<file path="src/rtl/motion_centroid_tracker_pkg.sv">
// Shared definitions for the motion centroid tracker: default geometry,
// width helpers and the controller state encoding.
package motion_centroid_tracker_pkg;

  localparam int DEF_X_WIDTH = 9;
  localparam int DEF_Y_WIDTH = 8;
  localparam int DEF_IMAGE_W = 320;
  localparam int DEF_IMAGE_H = 240;

  // Width needed to count every pixel of a w x h image, including the full count.
  function automatic int cnt_width_f(input int w, input int h);
    return $clog2(w * h + 1);
  endfunction

  function automatic int max_f(input int a, input int b);
    return (a > b) ? a : b;
  endfunction

  typedef enum logic [2:0] {
    ST_IDLE    = 3'd0,
    ST_DIV_X   = 3'd1,
    ST_DIV_Y   = 3'd2,
    ST_SMOOTH  = 3'd3,
    ST_PUBLISH = 3'd4
  } state_e;

endpackage

</file>
<file path="src/rtl/motion_centroid_tracker_if.sv">
// Binary motion pixel stream from the difference/smoothing stage, with the
// frame-closing pulse. The producer uses the master view, the tracker the slave view.
interface motion_centroid_tracker_if
  import motion_centroid_tracker_pkg::*;
#(
  parameter int X_WIDTH = DEF_X_WIDTH,
  parameter int Y_WIDTH = DEF_Y_WIDTH
);

  logic               pix_valid;
  logic [X_WIDTH-1:0] pix_x;
  logic [Y_WIDTH-1:0] pix_y;
  logic               pix_motion;
  logic               frame_end;

  modport master (output pix_valid, pix_x, pix_y, pix_motion, frame_end);
  modport slave  (input  pix_valid, pix_x, pix_y, pix_motion, frame_end);

endinterface

</file>
<file path="src/rtl/motion_centroid_tracker_seq_divider.sv">
// Restoring unsigned divider, one quotient bit per cycle. The first step runs
// in the start cycle itself, so a WIDTH-bit divide occupies exactly WIDTH
// cycles; done flags the cycle of the final step and the quotient is valid
// from the following cycle until the next start.
module seq_divider #(
  parameter int WIDTH   = 26,
  parameter int Q_WIDTH = 9
) (
  input  logic               clock,
  input  logic               reset,
  input  logic               start,
  input  logic [WIDTH-1:0]   dividend,
  input  logic [WIDTH-1:0]   divisor,
  output logic [Q_WIDTH-1:0] quotient,
  output logic               done
);

  localparam int CW = $clog2(WIDTH + 1);

  logic [WIDTH-1:0] rem_q, rem_d, quo_q, quo_d, rem_in, quo_in;
  logic [CW-1:0]    cnt_q, cnt_d;
  logic [WIDTH:0]   trial;

  // One restoring step: shift in the next dividend bit, subtract if it fits.
  always_comb begin
    // NOTE: every always_comb output gets a default first so no path leaves it unassigned (no latch).
    rem_d  = rem_q;
    quo_d  = quo_q;
    cnt_d  = cnt_q;
    rem_in = start ? '0 : rem_q;
    quo_in = start ? dividend : quo_q;
    trial  = {rem_in, quo_in[WIDTH-1]};
    if (start || (cnt_q != '0)) begin
      if (trial >= {1'b0, divisor}) begin
        rem_d = WIDTH'(trial - {1'b0, divisor});
        quo_d = {quo_in[WIDTH-2:0], 1'b1};
      end else begin
        rem_d = trial[WIDTH-1:0];
        quo_d = {quo_in[WIDTH-2:0], 1'b0};
      end
      cnt_d = start ? CW'(WIDTH - 1) : cnt_q - CW'(1);
    end
  end

  // Remainder, quotient shifter and remaining-step counter.
  always_ff @(posedge clock) begin
    // NOTE: state registers use non-blocking assignments so every flop samples pre-edge values.
    if (reset) begin
      rem_q <= '0;
      quo_q <= '0;
      cnt_q <= '0;
    end else begin
      rem_q <= rem_d;
      quo_q <= quo_d;
      cnt_q <= cnt_d;
    end
  end

  assign done     = !start && (cnt_q == CW'(1));
  assign quotient = quo_q[Q_WIDTH-1:0];

endmodule

</file>
<file path="src/rtl/motion_centroid_tracker.sv">
// Per-frame motion centroid tracker: accumulates motion pixel count and x/y
// sums, divides sequentially at frame end (accumulation of the next frame
// continues meanwhile), IIR-smooths the centroid and logs it in a circular
// history. Optional bounding box outputs: MOTION_CENTROID_BBOX_EN.
module motion_centroid_tracker
  import motion_centroid_tracker_pkg::*;
#(
  parameter  int X_WIDTH         = DEF_X_WIDTH,
  parameter  int Y_WIDTH         = DEF_Y_WIDTH,
  parameter  int IMAGE_W         = DEF_IMAGE_W,
  parameter  int IMAGE_H         = DEF_IMAGE_H,
  parameter  int COUNT_THRESHOLD = 400,
  parameter  int ALPHA_NUM       = 6,
  parameter  int ALPHA_SHIFT     = 4,
  parameter  int HIST_DEPTH      = 10,
  localparam int CNT_WIDTH       = cnt_width_f(IMAGE_W, IMAGE_H),
  localparam int HIDX_W          = $clog2(HIST_DEPTH),
  localparam int HCNT_W          = $clog2(HIST_DEPTH + 1)
) (
  input  logic                 clock,
  input  logic                 reset,
  motion_centroid_tracker_if.slave pix,
  output logic                 centroid_valid,
  output logic                 detected,
  output logic [X_WIDTH-1:0]   centroid_x,
  output logic [Y_WIDTH-1:0]   centroid_y,
  output logic [CNT_WIDTH-1:0] motion_count,
  output logic                 busy,
  output logic                 overrun,
  input  logic [HIDX_W-1:0]    hist_rd_idx,
  output logic [X_WIDTH-1:0]   hist_rd_x,
  output logic [Y_WIDTH-1:0]   hist_rd_y,
  output logic [HCNT_W-1:0]    hist_count
`ifdef MOTION_CENTROID_BBOX_EN
  ,
  output logic [X_WIDTH-1:0]   bbox_x_min,
  output logic [X_WIDTH-1:0]   bbox_x_max,
  output logic [Y_WIDTH-1:0]   bbox_y_min,
  output logic [Y_WIDTH-1:0]   bbox_y_max
`endif
);

  localparam int SUM_WIDTH = CNT_WIDTH + max_f(X_WIDTH, Y_WIDTH);
  localparam int Q_WIDTH   = max_f(X_WIDTH, Y_WIDTH);
  localparam int MIX_XW    = X_WIDTH + ALPHA_SHIFT + 1;
  localparam int MIX_YW    = Y_WIDTH + ALPHA_SHIFT + 1;
  localparam int KEEP      = (2 ** ALPHA_SHIFT) - ALPHA_NUM;

  state_e               state_q, state_d;
  logic                 div_start_q, div_start_d, div_done;
  logic [Q_WIDTH-1:0]   div_quo;
  logic [CNT_WIDTH-1:0] cnt_q, cnt_acc, snap_cnt_q, cnt_pub_q;
  logic [SUM_WIDTH-1:0] sx_q, sy_q, sx_acc, sy_acc, snap_sx_q, snap_sy_q;
  logic                 hit, fe_idle, above_thr, snap_det, publish, det_q;
  logic [X_WIDTH-1:0]   raw_x_q, avg_x_q;
  logic [Y_WIDTH-1:0]   avg_y_q, raw_y;
  logic                 seeded_q;
  logic [MIX_XW-1:0]    mix_x;
  logic [MIX_YW-1:0]    mix_y;
  logic [X_WIDTH-1:0]   hist_x_q [HIST_DEPTH];
  logic [Y_WIDTH-1:0]   hist_y_q [HIST_DEPTH];
  logic [HIDX_W-1:0]    wr_ptr_q;
  logic [HCNT_W-1:0]    hist_cnt_q;

  assign hit = pix.pix_valid && pix.pix_motion &&
               (32'(pix.pix_x) < IMAGE_W) && (32'(pix.pix_y) < IMAGE_H);
  assign cnt_acc   = cnt_q + CNT_WIDTH'(hit);
  assign sx_acc    = sx_q + (hit ? SUM_WIDTH'(pix.pix_x) : '0);
  assign sy_acc    = sy_q + (hit ? SUM_WIDTH'(pix.pix_y) : '0);
  assign above_thr = 32'(cnt_acc) >= COUNT_THRESHOLD;
  assign fe_idle   = pix.frame_end && (state_q == ST_IDLE);
  assign snap_det  = 32'(snap_cnt_q) >= COUNT_THRESHOLD;
  assign publish   = (state_q == ST_PUBLISH);

  // Running accumulators; a frame_end (accepted or dropped) restarts them.
  always_ff @(posedge clock) begin
    if (reset || pix.frame_end) begin
      cnt_q <= '0;
      sx_q  <= '0;
      sy_q  <= '0;
    end else begin
      cnt_q <= cnt_acc;
      sx_q  <= sx_acc;
      sy_q  <= sy_acc;
    end
  end

  // Frame snapshot taken when the controller accepts a frame, same-cycle pixel included.
  always_ff @(posedge clock) begin
    if (reset) begin
      snap_cnt_q <= '0;
      snap_sx_q  <= '0;
      snap_sy_q  <= '0;
    end else if (fe_idle) begin
      snap_cnt_q <= cnt_acc;
      snap_sx_q  <= sx_acc;
      snap_sy_q  <= sy_acc;
    end
  end

  // Controller state register and divider start strobe.
  always_ff @(posedge clock) begin
    if (reset) begin
      state_q     <= ST_IDLE;
      div_start_q <= 1'b0;
    end else begin
      state_q     <= state_d;
      div_start_q <= div_start_d;
    end
  end

  // Controller next state: small frames skip straight to publish.
  always_comb begin
    state_d     = state_q;
    div_start_d = 1'b0;
    case (state_q)
      ST_IDLE: if (pix.frame_end) begin
        state_d     = above_thr ? ST_DIV_X : ST_PUBLISH;
        div_start_d = above_thr;
      end
      ST_DIV_X: if (div_done) begin
        state_d     = ST_DIV_Y;
        div_start_d = 1'b1;
      end
      ST_DIV_Y:   if (div_done) state_d = ST_SMOOTH;
      ST_SMOOTH:  state_d = ST_PUBLISH;
      ST_PUBLISH: state_d = ST_IDLE;
      default:    state_d = ST_IDLE;
    endcase
  end

  seq_divider #(.WIDTH(SUM_WIDTH), .Q_WIDTH(Q_WIDTH)) u_div (
    .clock    (clock),
    .reset    (reset),
    .start    (div_start_q),
    .dividend ((state_q == ST_DIV_Y) ? snap_sy_q : snap_sx_q),
    .divisor  (SUM_WIDTH'(snap_cnt_q)),
    .quotient (div_quo),
    .done     (div_done)
  );

  assign raw_y = div_quo[Y_WIDTH-1:0];
  assign mix_x = MIX_XW'(avg_x_q) * MIX_XW'(KEEP) + MIX_XW'(raw_x_q) * MIX_XW'(ALPHA_NUM);
  assign mix_y = MIX_YW'(avg_y_q) * MIX_YW'(KEEP) + MIX_YW'(raw_y) * MIX_YW'(ALPHA_NUM);

  // Keep the x quotient while the divider is reused for y, then blend into the average.
  always_ff @(posedge clock) begin
    if (reset) begin
      raw_x_q  <= '0;
      avg_x_q  <= '0;
      avg_y_q  <= '0;
      seeded_q <= 1'b0;
    end else begin
      if ((state_q == ST_DIV_Y) && div_start_q) raw_x_q <= div_quo[X_WIDTH-1:0];
      if (state_q == ST_SMOOTH) begin
        avg_x_q  <= seeded_q ? X_WIDTH'(mix_x >> ALPHA_SHIFT) : raw_x_q;
        avg_y_q  <= seeded_q ? Y_WIDTH'(mix_y >> ALPHA_SHIFT) : raw_y;
        seeded_q <= 1'b1;
      end
    end
  end

  // Published per-frame status, held until the next publish.
  always_ff @(posedge clock) begin
    if (reset) begin
      det_q     <= 1'b0;
      cnt_pub_q <= '0;
    end else if (publish) begin
      det_q     <= snap_det;
      cnt_pub_q <= snap_cnt_q;
    end
  end

  assign centroid_valid = publish;
  assign detected       = publish ? snap_det : det_q;
  assign motion_count   = publish ? snap_cnt_q : cnt_pub_q;
  assign centroid_x     = avg_x_q;
  assign centroid_y     = avg_y_q;
  assign busy           = (state_q != ST_IDLE);
  assign overrun        = !reset && pix.frame_end && busy;

  // History storage, written at the end of a detected publish.
  always_ff @(posedge clock) begin
    // NOTE: the history array has no reset; the entry count alone decides what is readable.
    if (publish && snap_det) begin
      hist_x_q[wr_ptr_q] <= avg_x_q;
      hist_y_q[wr_ptr_q] <= avg_y_q;
    end
  end

  // History write pointer and saturating entry count.
  always_ff @(posedge clock) begin
    if (reset) begin
      wr_ptr_q   <= '0;
      hist_cnt_q <= '0;
    end else if (publish && snap_det) begin
      wr_ptr_q <= (wr_ptr_q == HIDX_W'(HIST_DEPTH - 1)) ? '0 : wr_ptr_q + HIDX_W'(1);
      if (hist_cnt_q != HCNT_W'(HIST_DEPTH)) hist_cnt_q <= hist_cnt_q + HCNT_W'(1);
    end
  end

  // Newest-first history read; indices past the valid entries read zero.
  always_comb begin
    int pos;
    hist_rd_x = '0;
    hist_rd_y = '0;
    pos = int'(wr_ptr_q) + HIST_DEPTH - 1 - int'(hist_rd_idx);
    if (pos >= HIST_DEPTH) pos = pos - HIST_DEPTH;
    if (32'(hist_rd_idx) < 32'(hist_cnt_q)) begin
      hist_rd_x = hist_x_q[HIDX_W'(pos)];
      hist_rd_y = hist_y_q[HIDX_W'(pos)];
    end
  end

  assign hist_count = hist_cnt_q;

`ifdef MOTION_CENTROID_BBOX_EN
  logic [X_WIDTH-1:0] bx_min_q, bx_max_q, sbx_min_q, sbx_max_q, pbx_min_q, pbx_max_q;
  logic [Y_WIDTH-1:0] by_min_q, by_max_q, sby_min_q, sby_max_q, pby_min_q, pby_max_q;
  logic [X_WIDTH-1:0] bx_min_acc, bx_max_acc;
  logic [Y_WIDTH-1:0] by_min_acc, by_max_acc;

  assign bx_min_acc = (hit && (pix.pix_x < bx_min_q)) ? pix.pix_x : bx_min_q;
  assign bx_max_acc = (hit && (pix.pix_x > bx_max_q)) ? pix.pix_x : bx_max_q;
  assign by_min_acc = (hit && (pix.pix_y < by_min_q)) ? pix.pix_y : by_min_q;
  assign by_max_acc = (hit && (pix.pix_y > by_max_q)) ? pix.pix_y : by_max_q;

  // Running extent of counted pixels; minimum restarts at all-ones.
  always_ff @(posedge clock) begin
    if (reset || pix.frame_end) begin
      bx_min_q <= '1;
      bx_max_q <= '0;
      by_min_q <= '1;
      by_max_q <= '0;
    end else begin
      bx_min_q <= bx_min_acc;
      bx_max_q <= bx_max_acc;
      by_min_q <= by_min_acc;
      by_max_q <= by_max_acc;
    end
  end

  // Extent snapshot at frame acceptance and published copy after a detection.
  always_ff @(posedge clock) begin
    if (reset) begin
      {sbx_min_q, sbx_max_q, sby_min_q, sby_max_q} <= '0;
      {pbx_min_q, pbx_max_q, pby_min_q, pby_max_q} <= '0;
    end else begin
      if (fe_idle) begin
        sbx_min_q <= bx_min_acc;
        sbx_max_q <= bx_max_acc;
        sby_min_q <= by_min_acc;
        sby_max_q <= by_max_acc;
      end
      if (publish && snap_det) begin
        pbx_min_q <= sbx_min_q;
        pbx_max_q <= sbx_max_q;
        pby_min_q <= sby_min_q;
        pby_max_q <= sby_max_q;
      end
    end
  end

  assign bbox_x_min = (publish && snap_det) ? sbx_min_q : pbx_min_q;
  assign bbox_x_max = (publish && snap_det) ? sbx_max_q : pbx_max_q;
  assign bbox_y_min = (publish && snap_det) ? sby_min_q : pby_min_q;
  assign bbox_y_max = (publish && snap_det) ? sby_max_q : pby_max_q;
`endif

endmodule

</file>
<file path="src/flat_wrapper.sv">
// flat-port wrapper written by rule: the top's interface ports become plain ports
module motion_centroid_tracker_flat import motion_centroid_tracker_pkg::*;
#(
  parameter  int X_WIDTH         = DEF_X_WIDTH,
  parameter  int Y_WIDTH         = DEF_Y_WIDTH,
  parameter  int IMAGE_W         = DEF_IMAGE_W,
  parameter  int IMAGE_H         = DEF_IMAGE_H,
  parameter  int COUNT_THRESHOLD = 400,
  parameter  int ALPHA_NUM       = 6,
  parameter  int ALPHA_SHIFT     = 4,
  parameter  int HIST_DEPTH      = 10,
  localparam int CNT_WIDTH       = cnt_width_f(IMAGE_W, IMAGE_H),
  localparam int HIDX_W          = $clog2(HIST_DEPTH),
  localparam int HCNT_W          = $clog2(HIST_DEPTH + 1)
)
  (clock, reset, centroid_valid, detected, centroid_x, centroid_y, motion_count, busy, overrun, hist_rd_idx, hist_rd_x, hist_rd_y, hist_count, pix_pix_valid, pix_pix_x, pix_pix_y, pix_pix_motion, pix_frame_end);
  motion_centroid_tracker_if #(.X_WIDTH(X_WIDTH), .Y_WIDTH(Y_WIDTH)) pix_i ();
  input  logic clock;
  input  logic reset;
  output logic centroid_valid;
  output logic detected;
  output logic [X_WIDTH-1:0] centroid_x;
  output logic [Y_WIDTH-1:0] centroid_y;
  output logic [CNT_WIDTH-1:0] motion_count;
  output logic busy;
  output logic overrun;
  input  logic [HIDX_W-1:0] hist_rd_idx;
  output logic [X_WIDTH-1:0] hist_rd_x;
  output logic [Y_WIDTH-1:0] hist_rd_y;
  output logic [HCNT_W-1:0] hist_count;
  input wire logic [$bits(pix_i.pix_valid)-1:0] pix_pix_valid;
  input wire logic [$bits(pix_i.pix_x)-1:0] pix_pix_x;
  input wire logic [$bits(pix_i.pix_y)-1:0] pix_pix_y;
  input wire logic [$bits(pix_i.pix_motion)-1:0] pix_pix_motion;
  input wire logic [$bits(pix_i.frame_end)-1:0] pix_frame_end;
  assign pix_i.pix_valid = pix_pix_valid;
  assign pix_i.pix_x = pix_pix_x;
  assign pix_i.pix_y = pix_pix_y;
  assign pix_i.pix_motion = pix_pix_motion;
  assign pix_i.frame_end = pix_frame_end;
  motion_centroid_tracker #(.X_WIDTH(X_WIDTH), .Y_WIDTH(Y_WIDTH), .IMAGE_W(IMAGE_W), .IMAGE_H(IMAGE_H), .COUNT_THRESHOLD(COUNT_THRESHOLD), .ALPHA_NUM(ALPHA_NUM), .ALPHA_SHIFT(ALPHA_SHIFT), .HIST_DEPTH(HIST_DEPTH)) u_core (.clock(clock), .reset(reset), .pix(pix_i), .centroid_valid(centroid_valid), .detected(detected), .centroid_x(centroid_x), .centroid_y(centroid_y), .motion_count(motion_count), .busy(busy), .overrun(overrun), .hist_rd_idx(hist_rd_idx), .hist_rd_x(hist_rd_x), .hist_rd_y(hist_rd_y), .hist_count(hist_count));
endmodule
</file>
<file path="config.mk">
export PLATFORM = sky130hd
export DESIGN_NAME = motion_centroid_tracker_flat
export DESIGN_NICKNAME = d
export VERILOG_FILES = /design/src/rtl/motion_centroid_tracker_pkg.sv /design/src/rtl/motion_centroid_tracker_if.sv /design/src/rtl/motion_centroid_tracker_seq_divider.sv /design/src/rtl/motion_centroid_tracker.sv /design/src/flat_wrapper.sv
export SDC_FILE = /design/constraint.sdc
export NUM_CORES = 1
export LEC_CHECK = 0
export CAP_MARGIN = 20
export CORE_MARGIN = 10
export CORE_UTILIZATION = 39
export DETAILED_ROUTE_END_ITERATION = 16
export GPL_TIMING_DRIVEN = 0
export PLACE_DENSITY = 0.58
export SYNTH_ARGS = -nofsm -noshare
export SYNTH_HDL_FRONTEND = slang
export SYNTH_SLANG_ARGS = --single-unit
</file>
<file path="constraint.sdc">
create_clock -name clock -period 13.8 [get_ports clock]
set_input_delay 2.76 -clock clock [delete_from_list [all_inputs] [get_ports clock]]
set_output_delay 2.76 -clock clock [all_outputs]
set_load 0.02 [all_outputs]
</file>
Word-level counts from Yosys, hierarchy flattened:

Memories as Yosys holds them, arrays and structs flattened.
Index checks and enable logic that the tools add are counted.

* register bits after elaboration: 252
* bits in writable memories: 170
* input bits: 26
* output and inout port bits: 59
* word-level logic and storage cells: 99
* memories: 2

* $add $sub $neg: 13
* multipliers: 4
* order comparisons: 7
* equal/unequal tests: 10
* mux-type cells: 26
* reduce and logical (&&, ||, !) cells: 18

Memories
* u_core.hist_x_q: depth 10, width 9, rd ports 1, clocked after Yosys merged registers in 0, write ports 1, RTL line motion_centroid_tracker.sv:60 `logic [X_WIDTH-1:0] hist_x_q [HIST_DEPTH];`
* u_core.hist_y_q: depth 10, width 8, rd ports 1, clocked after Yosys merged registers in 0, write ports 1, RTL line motion_centroid_tracker.sv:61 `logic [Y_WIDTH-1:0] hist_y_q [HIST_DEPTH];`

Operators by type and width (count)
* 2-to-1 mux 26 bit: 4
* adder 26 bit: 2
* >= comparator 17 x 9 -> 1 bit, second input constant: 2
* >= comparator 32 x 5 -> 1 bit, second input constant: 1
* subtractor 32 x 2 -> 32 bit, second input constant: 1
* subtractor 32 x 5 -> 32 bit: 1
* >= comparator 27 x 17 -> 1 bit: 1
* 2-to-1 mux 9 bit: 3
* subtractor 26 x 17 -> 26 bit: 1
* 2-to-1 mux 8 bit: 3
* adder 17 x 1 -> 17 bit: 1
* 2-to-1 mux 17 bit: 1
* adder 13 x 12 -> 13 bit: 1
* adder 12 x 11 -> 12 bit: 1
* multiplier 9 x 3 -> 12 bit, second input constant: 1
* 2-to-1 mux 3 bit: 4
* case mux 3 bit (4 select lines): 1
* multiplier 8 x 3 -> 11 bit, second input constant: 1
* multiplier 9 x 2 -> 11 bit, second input constant: 1
* multiplier 8 x 2 -> 10 bit, second input constant: 1
* logical AND 1 bit: 9
* < comparator 9 bit, second input constant: 1
* adder 4 x 1 -> 4 bit, second input constant: 2
* < comparator 8 bit, second input constant: 1
* other kinds (23): 33

Logic depth before layout (Yosys ltp):

* word-level depth: 8
* gate-level depth with buffers: 17
* mapped depth without buffers: 17

Hierarchy:

From an unflattened synthesis, not the netlist that was laid out.

* cell total of the unflattened synthesis: 2185
* area, all modules: 22142.5 um^2

Modules (own cells, without submodules)
* motion_centroid_tracker: instances 1, cells an instance 1638, area each 17765.8 um^2, sequential area each 9008.6 um^2
* seq_divider: instances 1, cells an instance 547, area each 4376.7 um^2, sequential area each 1141.1 um^2

Worst setup path before layout:

No wires, ideal clock.

* kind: in2out
* start point: input port hist_rd_idx[0]
* end point: output port hist_rd_x[1]
* arrival time: 6291 ps
* required time: 11040 ps
* setup slack: 4749 ps
* stages on the path: 13
* path buffers: 4
* cell sequence: inv_1 ha_1 fa_1 buf_2 clkbuf_1 inv_1 ha_1 clkbuf_1 clkbuf_1 mux4_2 mux4_2 nor2_1 a211oi_1

* longest elaborated chain between the ends: 5
* elaborated cells between the ends (all ways): 7
* classes of those cells: 2 x add/sub; 2 x order compare; 2 x mux; 1 x memory

Ends and longest elaborated chain
* start: declaration: RTL line flat_wrapper.sv:27 `input logic [HIDX_W-1:0] hist_rd_idx;`
* subtractor 32 x 5 -> 32 bit: RTL line motion_centroid_tracker.sv:207 `pos = int'(wr_ptr_q) + HIST_DEPTH - 1 - int'(hist_rd_idx);`
* >= comparator 32 x 5 -> 1 bit or subtractor 4 bit (tied branches): RTL line motion_centroid_tracker.sv:208 `if (pos >= HIST_DEPTH) pos = pos - HIST_DEPTH;`
* 2-to-1 mux 4 bit: RTL line motion_centroid_tracker.sv:208
* memory read (10 x 9 bit)
* 2-to-1 mux 9 bit (*): RTL line motion_centroid_tracker.sv:209 `if (32'(hist_rd_idx) < 32'(hist_cnt_q)) begin`
* end: declaration: RTL line flat_wrapper.sv:28 `output logic [X_WIDTH-1:0] hist_rd_x;`

Mark *: on every way between the ends. The rest lies on a longest branch, timed or not.

Final worst setup path:

* start point: input port hist_rd_idx[0]
* end point: output port hist_rd_x[6]

Same word-level chain as after synthesis.

==> results.txt <==
- The flow ran to the end, and the final reports show no timing, DRC or antenna violations.
* CTS Hold Buffers Added: 0
- The H-tree was split into 2 levels.
* Delay contributed by the slowest stage of the critical path: approximately 760 ps
* Clock insertion delay at the later pin of the skew report: 590 ps
* Setup WS post-layout: about 2700 ps
- Period utilization: between 80% and 90%
- Measured along the x axis, the die boundary spans 259 um.
- Max Clock Freq: about 0.09 GHz
- Averaged over all synthesized cells, the footprint is 10.4 sq um.
- Antenna violations before repair: 0
- Clock slew at reported path FFs: approximately 60 ps
- Summed over all nets, the half-perimeter wirelength after detailed placement is approximately 44 mm.
* Cts repair resizes: 0
* PD cells: 140 nW/um^2
- Power dissipated by switching net loads: ~1.1 mW
- Counting instances in the post-synthesis netlist gives the leading cell types as sky130_fd_sc_hd__dfxtp_1, sky130_fd_sc_hd__nor2_1, sky130_fd_sc_hd__nand2_1, sky130_fd_sc_hd__edfxtp_1, sky130_fd_sc_hd__a21oi_1.
* Startpoint kind of the worst setup timing path: primary input
- The core region is approximately 56000 sq um.
- Layout overhead on the synthesized area: 15.7%
- Fraction of registers with async set or reset after synthesis: 0%
- After the first detailed-routing iteration, the DRC count stood at roughly 1100.
- In this run the core area contains 87 standard-cell rows.
* Library cell with the highest instance count after synthesis: sky130_fd_sc_hd__dfxtp_1
- Relative contribution of sequential cells to total power: 38.4%
* Data arrival time of the critical path: approximately 8400 ps
- The clock net in this run drives a total of between 400 and 500 sinks.
- The worst setup path is of the in2out kind.
- The net count of the finished layout is about 2400.
- Clock root buffer: sky130_fd_sc_hd__clkbuf_16
- In this run the remaining antenna-violating nets after routing total 0.
- Max-cap violation count: 0
- Global placer's final weighted congestion: 0.900
- Cell count of the worst reg-to-reg path: 13
- The design draws roughly 3.6 mW.
- Final global-route overflow total: 0
- On the final layout, the worst hold slack is between 400 and 500 ps.
* Top cell type's share of synthesized area: 22.9%
* Hold Path Stages: 2
- Via count of the first global-routing pass: between 15000 and 20000
* Wire length after detailed routing: ~59 mm
- For hold timing, the worst endpoint is u_core.u_div.quo_q[20]$_SDFFE_PP0P_.
- Cell count after placement: 3001
- The worst register-to-register path ends at u_core.u_div.rem_q[24]$_SDFFE_PP0P_.
* Worst slack at placement: around 2700 ps
- Syn_nets: ~2300
- IR analysis of the VDD net gives a maximum drop of about 89 uV.
- Biggest fanout along the worst timing path: 10
- Main synth FF type: sky130_fd_sc_hd__dfxtp_1
- Top cell family by delay on the critical path: buffers and inverters
- The routed layout has between 15000 and 20000 vias.
- After synthesis the netlist holds a flip-flop and latch count of roughly 420.
* Aggregate negative setup slack: 0 ps
* Cells along the critical path: clkdlybuf4s50_1 > inv_1 > ha_1 > fa_1 > xor2_1 > clkbuf_1 > inv_1 > ha_1 > clkbuf_1 > clkbuf_1 > mux4_2 > mux4_2 > nor2_1 > a211oi_1 > clkdlybuf4s50_1
* CTS tree: built
* PortBufs: 84
- Global routing consumed, over all layers together, about 17% of the routing resources.
* Max Transition Viols Final: 0
- The pre-antenna-repair detailed-routing pass consisted of 5 iterations.
- Largest net degree at the start of global routing: 18
* Ratio of cells with drive above 1 in the final layout: 10.0%
* Internal portion of total power: around 2.5 mW
- Top cell type by total area after synthesis: sky130_fd_sc_hd__edfxtp_1
- The synthesized netlist contains just under 90 unique library cells.
- In the post-synthesis netlist, the biggest area contributors are sky130_fd_sc_hd__edfxtp_1, sky130_fd_sc_hd__dfxtp_1, sky130_fd_sc_hd__mux4_2.
- Cell seen most often among critical-path stages: sky130_fd_sc_hd__clkbuf_1
* Ports placed on the boundary: between 80 and 90
* TritonCTS Buffers: 46
- Die area: between 60000 and 70000 sq um
* Leakage power figure: between 9 and 10 nW
- Longest Clk Path Bufs: 3
- Slowest CP cell: sky130_fd_sc_hd__xor2_1
- Post-detailed-route wirelength per cell: between 15 and 20 um
- From bottom edge to top edge, the die measures around 260 um.
* Number of standard cells in the layout, taps in and fillers out: 3085
* Transition time of the tightest slew-check pin: between 900 and 1000 ps
* Clock tree skew after final layout: 29.8 ps
- The initial utilization of the core area, before any placement, comes to between 30 and 40%.
- Setup violations remaining at the end of the flow were counted as 0.
- Post-synthesis instance total: roughly 2100
- STA classifies the critical path endpoint as an output port.
* Combinational group share of total power: between 20% and 30%
- Class of the tightest hold or removal check: reg2reg
- Post CTS Setup Buffer Count: 0
* Vias/cell: 5.45
- Tightest slew margin relative to the limit: about 34%
- Global-route wire length before repair: 94.5 mm
- The final-report hold violation count is 0.
* Net switching share of the total power: 31.7%
* Worst Min Path Start: u_core.u_div.quo_q[20]$_SDFFE_PP0P_
- The critical path contains buffers and inverters numbering 7 combined.
- Setup repair after global routing left no endpoint under its margin.
- Data on the critical path is required at its endpoint by between 10000 and 15000 ps.
- R2R Path Start: u_core.div_start_q$_SDFF_PP0_
- The clock network is responsible for around a third of the overall power.
- Number of antenna cells inserted: 0
- Count of flip-flops with a built-in enable after synthesis: 170
- Post-route DRC: 0
* Yosys warning total: 0
- Of the synthesized area, sequential elements account for a little under half.
- The critical path starts at hist_rd_idx[0].
* Total standard cell area after synthesis: 22300 sq um
* Crit path time final: about 11000 ps
* Reg2Reg Setup Slack: 9540 ps
[area by class of cell]
class / count / area [sq um]
clock buffer: 62 / 1280
inverter: 92 / 345
sequential: 422 / 10100
buffer: 124 / 519
fill: 5185 / 30700
timing repair buffer: 96 / 1010
clock inverter: 22 / 233
tap: 756 / 946
multi-input combinational: 1511 / 11300
[layer usage]
layer | track usage [%] | routed length, um
met5 | 0 | 0
met4 | 3.84 | 1060
met3 | 2.77 | 2930
met2 | 30.5 | 29200
met1 | 22.4 | 26200
[flip-flops by register name, indices dropped and copies added, names as in the netlist, 5 cells and up]
signal	cells
u_core.snap_cnt_q	17
u_core.sy_q	26
u_core.u_div.cnt_q	5
u_core.hist_x_q	90
u_core.snap_sy_q	26
u_core.u_div.quo_q	26
u_core.cnt_pub_q	17
u_core.hist_y_q	80
u_core.u_div.rem_q	26
u_core.raw_x_q	9
u_core.snap_sx_q	26
u_core.centroid_x	9
u_core.centroid_y	8
u_core.sx_q	26
u_core.cnt_q	17
[power by group through the flow]
stage | clock network, mW | registers (mW) | logic, mW
4_1_cts | 1.27 | 1.39 | 0.983
2_1_floorplan | 0 | 1.40 | 0.735
6_report | 1.24 | 1.39 | 0.986
3_5_place_dp | 0 | 1.41 | 0.976
3_3_place_gp | 0 | 1.41 | 0.961
5_1_grt | 1.32 | 1.39 | 1.08
[worst max-delay path by stage]
stage,end,slack (ps),depth (start not counted)
2_1_floorplan,hist_rd_x[1],4750,13
3_3_place_gp,hist_rd_y[3],2700,15
3_5_place_dp,hist_rd_x[6],2650,15
4_1_cts,hist_rd_x[6],2630,15
5_1_grt,hist_rd_y[3],2430,15
6_report,hist_rd_x[6],2690,15
[worst reg2reg max path, delay by kind of cell, from the launching register on]
kind	cells	cell delay, ps
buffers and inverters	3	1480
DFF	1	440
and+or+nand+nor	2	360
AOI/OAI and AO/OA	6	1360
xor gates and xnor gates	1	180
adders and majority gates	1	360
[placed cells by master (no fill, tap or decap), drive strengths merged, types with 7 or more instances in the layout]
master / count
nor3: 32
o21a: 12
buf: 43
mux4: 85
and3: 18
o21ai: 108
nand2: 172
nor4: 10
clkinv: 16
a21o: 17
nor2b: 33
fa: 8
ha: 112
clkbuf: 155
nand4: 16
xor2: 49
mux2i: 68
dfxtp: 252
xnor2: 60
nand2b: 13
a31oi: 14
or2: 8
a211oi: 73
a21oi: 140
inv: 92
clkdlybuf4s50: 84
edfxtp: 170
o211ai: 29
or3: 8
a31o: 7
nor3b: 8
nor2: 222
o21bai: 12
and2: 56
nand3: 55
[per-stage QoR]
| step | utilization, % | instance area [sq um] |
|---|---|---|
| finish | 45.7 | 25800 |
| global route | 45.7 | 25800 |
| CTS | 45.7 | 25800 |
| detailed placement | 43.0 | 24300 |
| global placement | 42.6 | 24100 |
| floorplan | - | 22300 |
[cells by family after synthesis]
kind of cell / after synthesis / share of synthesized area (%)
fa+ha+maj: 120 / 7.00
simple gates: 663 / 14.0
flops: 422 / 45.5
buf+inv: 216 / 3.88
mux: 155 / 11.7
compound gates: 464 / 13.6
xor+xnor: 109 / 4.28
(Power assumes the default switching activity.)
